<file path="src/rtl/wb_pipe_slice.sv">
// ============================================================================
// Module  : wb_pipe_slice
// Brief   : Multi-lane valid/ready pipeline-stage register with 2-entry skid
//           buffer and synchronous flush. Optional perf counters are built
//           when WB_PIPE_SLICE_PERF_EN is defined.
// Revision: 1.0 - initial release
// ============================================================================
`default_nettype none

module wb_pipe_slice #(
  parameter int DATA_W = 32,
  parameter int LANES  = 2,
  parameter int CNT_W  = 32
) (
  input  logic                      clk,
  input  logic                      rst,
  input  logic                      flush,
  input  logic                      in_valid,
  output logic                      in_ready,
  input  logic [LANES-1:0]          in_lane_valid,
  input  logic [LANES*DATA_W-1:0]   in_data,
  output logic                      out_valid,
  input  logic                      out_ready,
  output logic [LANES-1:0]          out_lane_valid,
  output logic [LANES*DATA_W-1:0]   out_data,
  output logic [CNT_W-1:0]          stall_cnt,
  output logic [CNT_W-1:0]          flush_drop_cnt
);

  typedef enum logic [1:0] {
    S_EMPTY = 2'd0,
    S_ONE   = 2'd1,
    S_TWO   = 2'd2
  } state_t;

  state_t                    r_state;
  state_t                    w_state_nxt;
  logic [LANES*DATA_W-1:0]   w_in_masked;
  logic [LANES*DATA_W-1:0]   r_main_data;
  logic [LANES*DATA_W-1:0]   r_skid_data;
  logic [LANES*DATA_W-1:0]   w_main_data_nxt;
  logic [LANES*DATA_W-1:0]   w_skid_data_nxt;
  logic [LANES-1:0]          r_main_lv;
  logic [LANES-1:0]          r_skid_lv;
  logic [LANES-1:0]          w_main_lv_nxt;
  logic [LANES-1:0]          w_skid_lv_nxt;
  logic                      r_in_ready;
  logic                      w_accept;
  logic                      w_drain;

  generate
    for (genvar gi = 0; gi < LANES; gi++) begin : g_lane
      assign w_in_masked[gi*DATA_W +: DATA_W] =
        in_lane_valid[gi] ? in_data[gi*DATA_W +: DATA_W] : '0;
    end
  endgenerate

  assign out_valid      = (r_state != S_EMPTY);
  assign out_data       = r_main_data;
  assign out_lane_valid = r_main_lv;
  assign in_ready       = r_in_ready;
  assign w_accept       = in_valid && r_in_ready;
  assign w_drain        = out_valid && out_ready;

  always_comb begin
    w_state_nxt     = r_state;
    w_main_data_nxt = r_main_data;
    w_main_lv_nxt   = r_main_lv;
    w_skid_data_nxt = r_skid_data;
    w_skid_lv_nxt   = r_skid_lv;
    case (r_state)
      S_EMPTY: begin
        if (w_accept) begin
          w_state_nxt     = S_ONE;
          w_main_data_nxt = w_in_masked;
          w_main_lv_nxt   = in_lane_valid;
        end
      end
      S_ONE: begin
        if (w_accept && w_drain) begin
          w_main_data_nxt = w_in_masked;
          w_main_lv_nxt   = in_lane_valid;
        end else if (w_accept) begin
          w_state_nxt     = S_TWO;
          w_skid_data_nxt = w_in_masked;
          w_skid_lv_nxt   = in_lane_valid;
        end else if (w_drain) begin
          w_state_nxt     = S_EMPTY;
        end
      end
      S_TWO: begin
        // in_ready is low here, so only a drain can move the state
        if (w_drain) begin
          w_state_nxt     = S_ONE;
          w_main_data_nxt = r_skid_data;
          w_main_lv_nxt   = r_skid_lv;
        end
      end
      default: w_state_nxt = S_EMPTY;
    endcase
    if (flush) begin
      w_state_nxt     = S_EMPTY;
      w_main_data_nxt = '0;
      w_main_lv_nxt   = '0;
      w_skid_data_nxt = '0;
      w_skid_lv_nxt   = '0;
    end
  end

  always_ff @(posedge clk or posedge rst) begin
    if (rst) begin
      r_state     <= S_EMPTY;
      r_main_data <= '0;
      r_main_lv   <= '0;
      r_skid_data <= '0;
      r_skid_lv   <= '0;
      r_in_ready  <= 1'b1;
    end else begin
      r_state     <= w_state_nxt;
      r_main_data <= w_main_data_nxt;
      r_main_lv   <= w_main_lv_nxt;
      r_skid_data <= w_skid_data_nxt;
      r_skid_lv   <= w_skid_lv_nxt;
      r_in_ready  <= (w_state_nxt != S_TWO);
    end
  end

`ifdef WB_PIPE_SLICE_PERF_EN
  logic [CNT_W-1:0] r_stall_cnt;
  logic [CNT_W-1:0] r_flush_drop_cnt;
  logic [1:0]       w_held;

  // entries drained in the flush cycle still reach downstream, so they are not drops
  always_comb begin
    w_held = 2'd0;
    case (r_state)
      S_ONE:   w_held = w_drain ? 2'd0 : 2'd1;
      S_TWO:   w_held = w_drain ? 2'd1 : 2'd2;
      default: w_held = 2'd0;
    endcase
  end

  always_ff @(posedge clk or posedge rst) begin
    if (rst) begin
      r_stall_cnt      <= '0;
      r_flush_drop_cnt <= '0;
    end else begin
      if (out_valid && !out_ready)
        r_stall_cnt <= r_stall_cnt + 1'b1;
      if (flush)
        r_flush_drop_cnt <= r_flush_drop_cnt + CNT_W'(w_held);
    end
  end

  assign stall_cnt      = r_stall_cnt;
  assign flush_drop_cnt = r_flush_drop_cnt;
`else
  assign stall_cnt      = '0;
  assign flush_drop_cnt = '0;
`endif

endmodule

`default_nettype wire

</file>
<file path="config.mk">
export PLATFORM = sky130hd
export DESIGN_NAME = wb_pipe_slice
export DESIGN_NICKNAME = d
export VERILOG_FILES = /design/src/rtl/wb_pipe_slice.sv
export SDC_FILE = /design/constraint.sdc
export NUM_CORES = 1
export LEC_CHECK = 0
export CELL_PAD_IN_SITES_DETAIL_PLACEMENT = 1
export CELL_PAD_IN_SITES_GLOBAL_PLACEMENT = 2
export CORE_MARGIN = 1.5
export CORE_UTILIZATION = 27
export CTS_CLUSTER_DIAMETER = 120
export CTS_CLUSTER_SIZE = 40
export DETAILED_ROUTE_END_ITERATION = 16
export PLACE_DENSITY_LB_ADDON = 0.15
export SYNTH_ARGS = -nofsm -noshare
export SYNTH_HDL_FRONTEND = slang
export SYNTH_SLANG_ARGS = --single-unit
</file>
<file path="constraint.sdc">
create_clock -name clk -period 4.31 [get_ports clk]
set_input_delay 0.862 -clock clk [delete_from_list [all_inputs] [get_ports clk]]
set_output_delay 0.862 -clock clk [all_outputs]
set_load 0.02 [all_outputs]
</file>
After elaboration in Yosys (flattened, before gate mapping). Index checks and enable logic that the tools add are counted. W data, S select, Z words.

Bits in registers: 135. Input bits: 71. Output and inout bits: 132. Logic and storage cells: 48.

Eq/ne operators: 7. Mux-type cells: 25. Reduce and logical (&&, ||, !) cells: 10.

Operators by type and width (number): $mux W64 (7); $pmux W64 S3 (1); $mux W32 (2); $mux W2 (13); $pmux W2 S3 (2); $ne A3 B3 Y1 const B (3); $reduce_bool A2 Y1 (3); $ne A2 B2 Y1 const B (2); $reduce_and A4 Y1 (1); $reduce_bool A4 Y1 (1); $logic_and A1 B1 Y1 (3); $reduce_and A3 Y1 (1); $eq A2 B1 Y1 const B (1); $eq A2 B2 Y1 const B (1); $logic_not A2 Y1 (1).

Longest topological paths before layout.
Depth after elaboration: 8. Depth in mapped cells: 9. Depth with buffers taken out: 6.

Least setup slack after synthesis. Ideal clock, no wire load.

Path kind: input -> register. From: input in_valid. To: register r_main_data[27] (netlist: out_data[27]). Required time: 4.160 ns. Library setup time: 0.150 ns. Arrival: 2.163 ns. Cell stages on the path: 7. Setup slack: 1.997 ns. Path buffers: 3. Cells stage by stage: nand2_1 > or4_4 > buf_6 > buf_6 > buf_6 > a222oi_1 > a211oi_2.

Cells in the longest elaborated chain, start to end: 4. Elaborated cells between the ends (all ways): 5. Those cells by class: eq/ne: 2; reduce/logical: 3.

Ends and longest elaborated chain: start: declaration (line 18) `input logic in_valid,`; $logic_and A1 B1 Y1 (*) (line 62) `assign w_accept = in_valid && r_in_ready;`; $logic_and A1 B1 Y1 (line 80) `if (w_accept && w_drain) begin`; $ne A3 B3 Y1 (no line); $reduce_and A4 Y1 (no line) (*); end signal: assignment (line 120) `r_main_data <= w_main_data_nxt;`; end: declaration (line 39) `logic [LANES*DATA_W-1:0] r_main_data;`.

Every way passes the cells marked *; elsewhere a longest branch is shown, timed or not. A chain may end at the register's enable or synchronous reset.

Final worst setup path.
From: register r_state[0]. To: register r_main_data[18] (netlist: out_data[18]).

Cells in the longest elaborated chain, start to end: 5. Elaborated cells between the ends (all ways): 13. Those cells by class: eq/ne: 5; mux: 2; reduce/logical: 6.

Ends and longest elaborated chain: start: declaration (line 36) `state_t r_state;`; start signal: assignment (line 119) `r_state <= w_state_nxt;`; $reduce_bool A2 Y1 (line 58) `assign out_valid = (r_state != S_EMPTY);`; $logic_and A1 B1 Y1 (line 63) `assign w_drain = out_valid && out_ready;`; $logic_and A1 B1 Y1 (line 80); $ne A3 B3 Y1 (no line); $reduce_and A4 Y1 (no line).

Several ways; a longest one is shown, not always the timed one.

==> flow_metrics.env <==
export IMPL_status="completed"
export IMPL_setup_violations=0
export IMPL_synth_seq_area_share=0.511
export IMPL_clk_latency_ns=0.41
export IMPL_start_util=0.273
export IMPL_fin_skew_ns=0.0121
export IMPL_ys_flop_type="dfrtp_1"
export IMPL_end_kind="flop"
export IMPL_hold_buffers=0
export IMPL_rsz0062_at_grt="false"
export IMPL_antenna_found_initial=1
export IMPL_period_share=0.722
export IMPL_critPathLaunchType="flop"
export IMPL_post_cts_resize_count=0
export IMPL_synth_top_family_by_area="compound AO/OA/AOI/OAI gates"
export IMPL_synthCells=558
export IMPL_routedWlPerCell_um=19.9
export IMPL_synth_edff_count=0
export IMPL_yosys_area_share_xor_xnor=0
export IMPL_dr_pass1_iters=9
export IMPL_grt_pass1_wl_mm=31.2
export IMPL_overflow=0
export IMPL_power_density_nw_per_um2=474
export IMPL_drv_cap=0
export IMPL_synth_compound_area_frac=0.306
export IMPL_gr_usage_all_layers=0.157
export IMPL_drtIter0Drc=395
export IMPL_num_vias=5032
export IMPL_cts_root_buf="clkbuf_16"
export IMPL_cts_buffers=17
export IMPL_synthMuxAreaShare=0
export IMPL_critPathTopFamily="simple AND/OR/NAND/NOR gates"
export IMPL_cp_data_required_time_ns=4.55
export IMPL_design_area_um2=8560
export IMPL_async_flop_share=1.00
export IMPL_rows=57
export IMPL_max_clock_freq_mhz=321
export IMPL_cts_tree="yes"
export IMPL_crit_path_top_delay_cell="and2_4"
export IMPL_core_region_area_um2=24200
export IMPL_path_max_fanout=66
export IMPL_cts_htree_levels=4
export IMPL_dpl_hpwl_mm=12.1
export IMPL_yosysUniqueCellTypes=31
export IMPL_cellLeakagePower_nw=3.62
export IMPL_first_global_vias=5411
export IMPL_worst_slew_pin_slew_ns=1.10
export IMPL_postPlaceCellArea_um2=7970
export IMPL_syn_area_um2=6610
export IMPL_p_switching_mw=1.33
export IMPL_ios=203
export IMPL_drive_gt1_frac=0.140
export IMPL_fin_crit_ns=3.11
export IMPL_area_growth_pct=29.5
export IMPL_p_seq_frac=0.368
export IMPL_power_switching_share=0.328
export IMPL_crit_type="reg2reg"
export IMPL_drt_total_wl_mm=19.9
export IMPL_port_buffers=138
export IMPL_finalMaxSlewViolations=0
export IMPL_cp_num_buf_inv=1
export IMPL_viasPerCell=5.02
export IMPL_hp_class="reg2reg"
export IMPL_nNetsFinal=739
export IMPL_crit_path_cell_trace="inv_1 > ha_2 > or4_4 > and2_4 > a211oi_2"
export IMPL_synth_simple_gate_area_share=0.0144
export IMPL_clk_pin_slew_worst_paths_ns=0.06
export IMPL_cts_sinks=135
export IMPL_max_slew_margin=0.269
export IMPL_grt_max_degree=136
export IMPL_ys_warn_count=0
export IMPL_cp_data_arrival_time_ns=3.35
export IMPL_ys_ff_latch=135
export IMPL_p_comb_frac=0.277
export IMPL_irDropWorstVdd_uv=170
export IMPL_clockPowerShare=0.355
export IMPL_cpPeakStageDelay_ns=0.88
export IMPL_setup_tns_final_ns=0
export IMPL_final_antenna_net_count=0
export IMPL_die_h_um=159
export IMPL_avgSynthCellArea_um2=11.8
export IMPL_internal_power_mw=2.73
export IMPL_die_w_um=159
export IMPL_drc=0
export IMPL_hold_viol=0
export IMPL_gp_congestion=0.759
export IMPL_clock_path_buffers=2
export IMPL_dieArea_um2=25400
export IMPL_synthAdderAreaFrac=0.00757
export IMPL_cts_setup_buffers=0
path summary, 6_finish.rpt:
kind                               from            to  slack (ns)  cells past startpoint
setup reg to reg             r_state[0]  out_data[18]        1.20                      5
setup / recovery             r_state[0]  out_data[18]        1.20                      5
hold reg to reg            r_skid_lv[1]  r_skid_lv[1]        0.49                      1
min in group asynchronous           rst  out_data[52]        0.95                      3
max in group asynchronous           rst  out_data[59]        2.69                      3
hold / removal             r_skid_lv[1]  r_skid_lv[1]        0.49                      1
per-layer routing:
| metal | up-vias | part of all wire | track usage |
|---|---|---|---|
| met3 | 16 | 0.060 | 0.0401 |
| met2 | 181 | 0.48 | 0.259 |
| met1 | 2626 | 0.44 | 0.204 |
| met5 | - | 0 | 0 |
| li1 | 2209 | - | - |
| met4 | 0 | 0.011 | 0.0429 |
cell families after synthesis:
family | after synthesis
fa+ha+maj | 4
other cells | 1
flops | 135
buf+inv | 194
compound gates | 209
simple gates | 15
area by class of cell:
class / instances / area (µm²)
clock buffer: 18 / 429
fill: 2611 / 15600
timing repair buffer: 148 / 1480
tap: 324 / 405
multi-input combinational: 292 / 2440
sequential: 135 / 3380
inverter: 70 / 267
clock inverter: 14 / 151
antenna: 1 / 2.50
worst register-to-register path, cell delays in order (launching register included):
cell and delay (ns):
dfrtp_1 0.43, inv_1 0.12, ha_2 0.64, or4_4 0.56, and2_4 0.89, a211oi_2 0.30
cell usage in the layout (no fill, tap or decap), types with 2 or more instances in the layout:
cell type          n
clkdlybuf4s50_1  137
dfrtp_1          134
inv_1             68
a22o_1            64
conb_1            64
a222oi_1          63
a211oi_2          40
a211oi_1          26
clkbuf_16         17
buf_4              9
clkinvlp_4         6
nand2_1            4
a221oi_1           4
ha_1               3
clkinv_4           3
a21oi_1            2
and4b_1            2
o221a_2            2
nor2_1             2
a21o_1             2
clkinv_2           2
bufinv_16          2
inv_6              2
buf_12             2
synth_stat cells (2+ instances only):
cell type  count  area [µm²]
nor2b_1        3        18.8
a21o_1         2        15.0
inv_1         69         259
a211oi_2      40         500
a211oi_1      26         195
buf_4         65         488
a22o_1        64         561
nor2_1         2        7.51
buf_2          2        10.0
clkbuf_1      46         173
a221oi_1       4        35.0
nand2_1        4        15.0
a21oi_1        3        15.0
and4b_1        2        20.0
o221a_2        2        22.5
buf_6         11         124
ha_1           4        50.1
dfrtp_1      134        3350
a222oi_1      63         631
power by group through the flow:
stage | Clock, mW | Combinational, mW | Sequential, mW
finish | 1.44 | 1.12 | 1.49
global route | 1.54 | 1.20 | 1.51
CTS | 1.48 | 1.14 | 1.50
detailed placement | 0 | 1.14 | 1.52
global placement | 0 | 1.12 | 1.51
floorplan | 0 | 0.610 | 1.64
registers in the layout, summed over array words and instances, names as in the netlist:
signal	cells
r_state	2
out_data	64
r_skid_data	64
r_skid_lv	2
in_ready	1
out_lane_valid	2
metrics by stage:
step / instances / worst slack (ns) / utilization / total power [mW] / hold WS [ns]
2_1_floorplan: 621 / 1.77 / - / 2.25 / 0.450
3_3_place_gp: 969 / 1.05 / 0.330 / 2.63 / 0.459
3_5_place_dp: 969 / 0.956 / 0.330 / 2.65 / 0.471
4_1_cts: 1001 / 1.15 / 0.354 / 4.12 / 0.485
5_1_grt: 1001 / 0.968 / 0.354 / 4.26 / 0.491
6_report: 1002 / 1.20 / 0.354 / 4.06 / 0.486
Note: power is estimated with default switching activity, not from simulation.
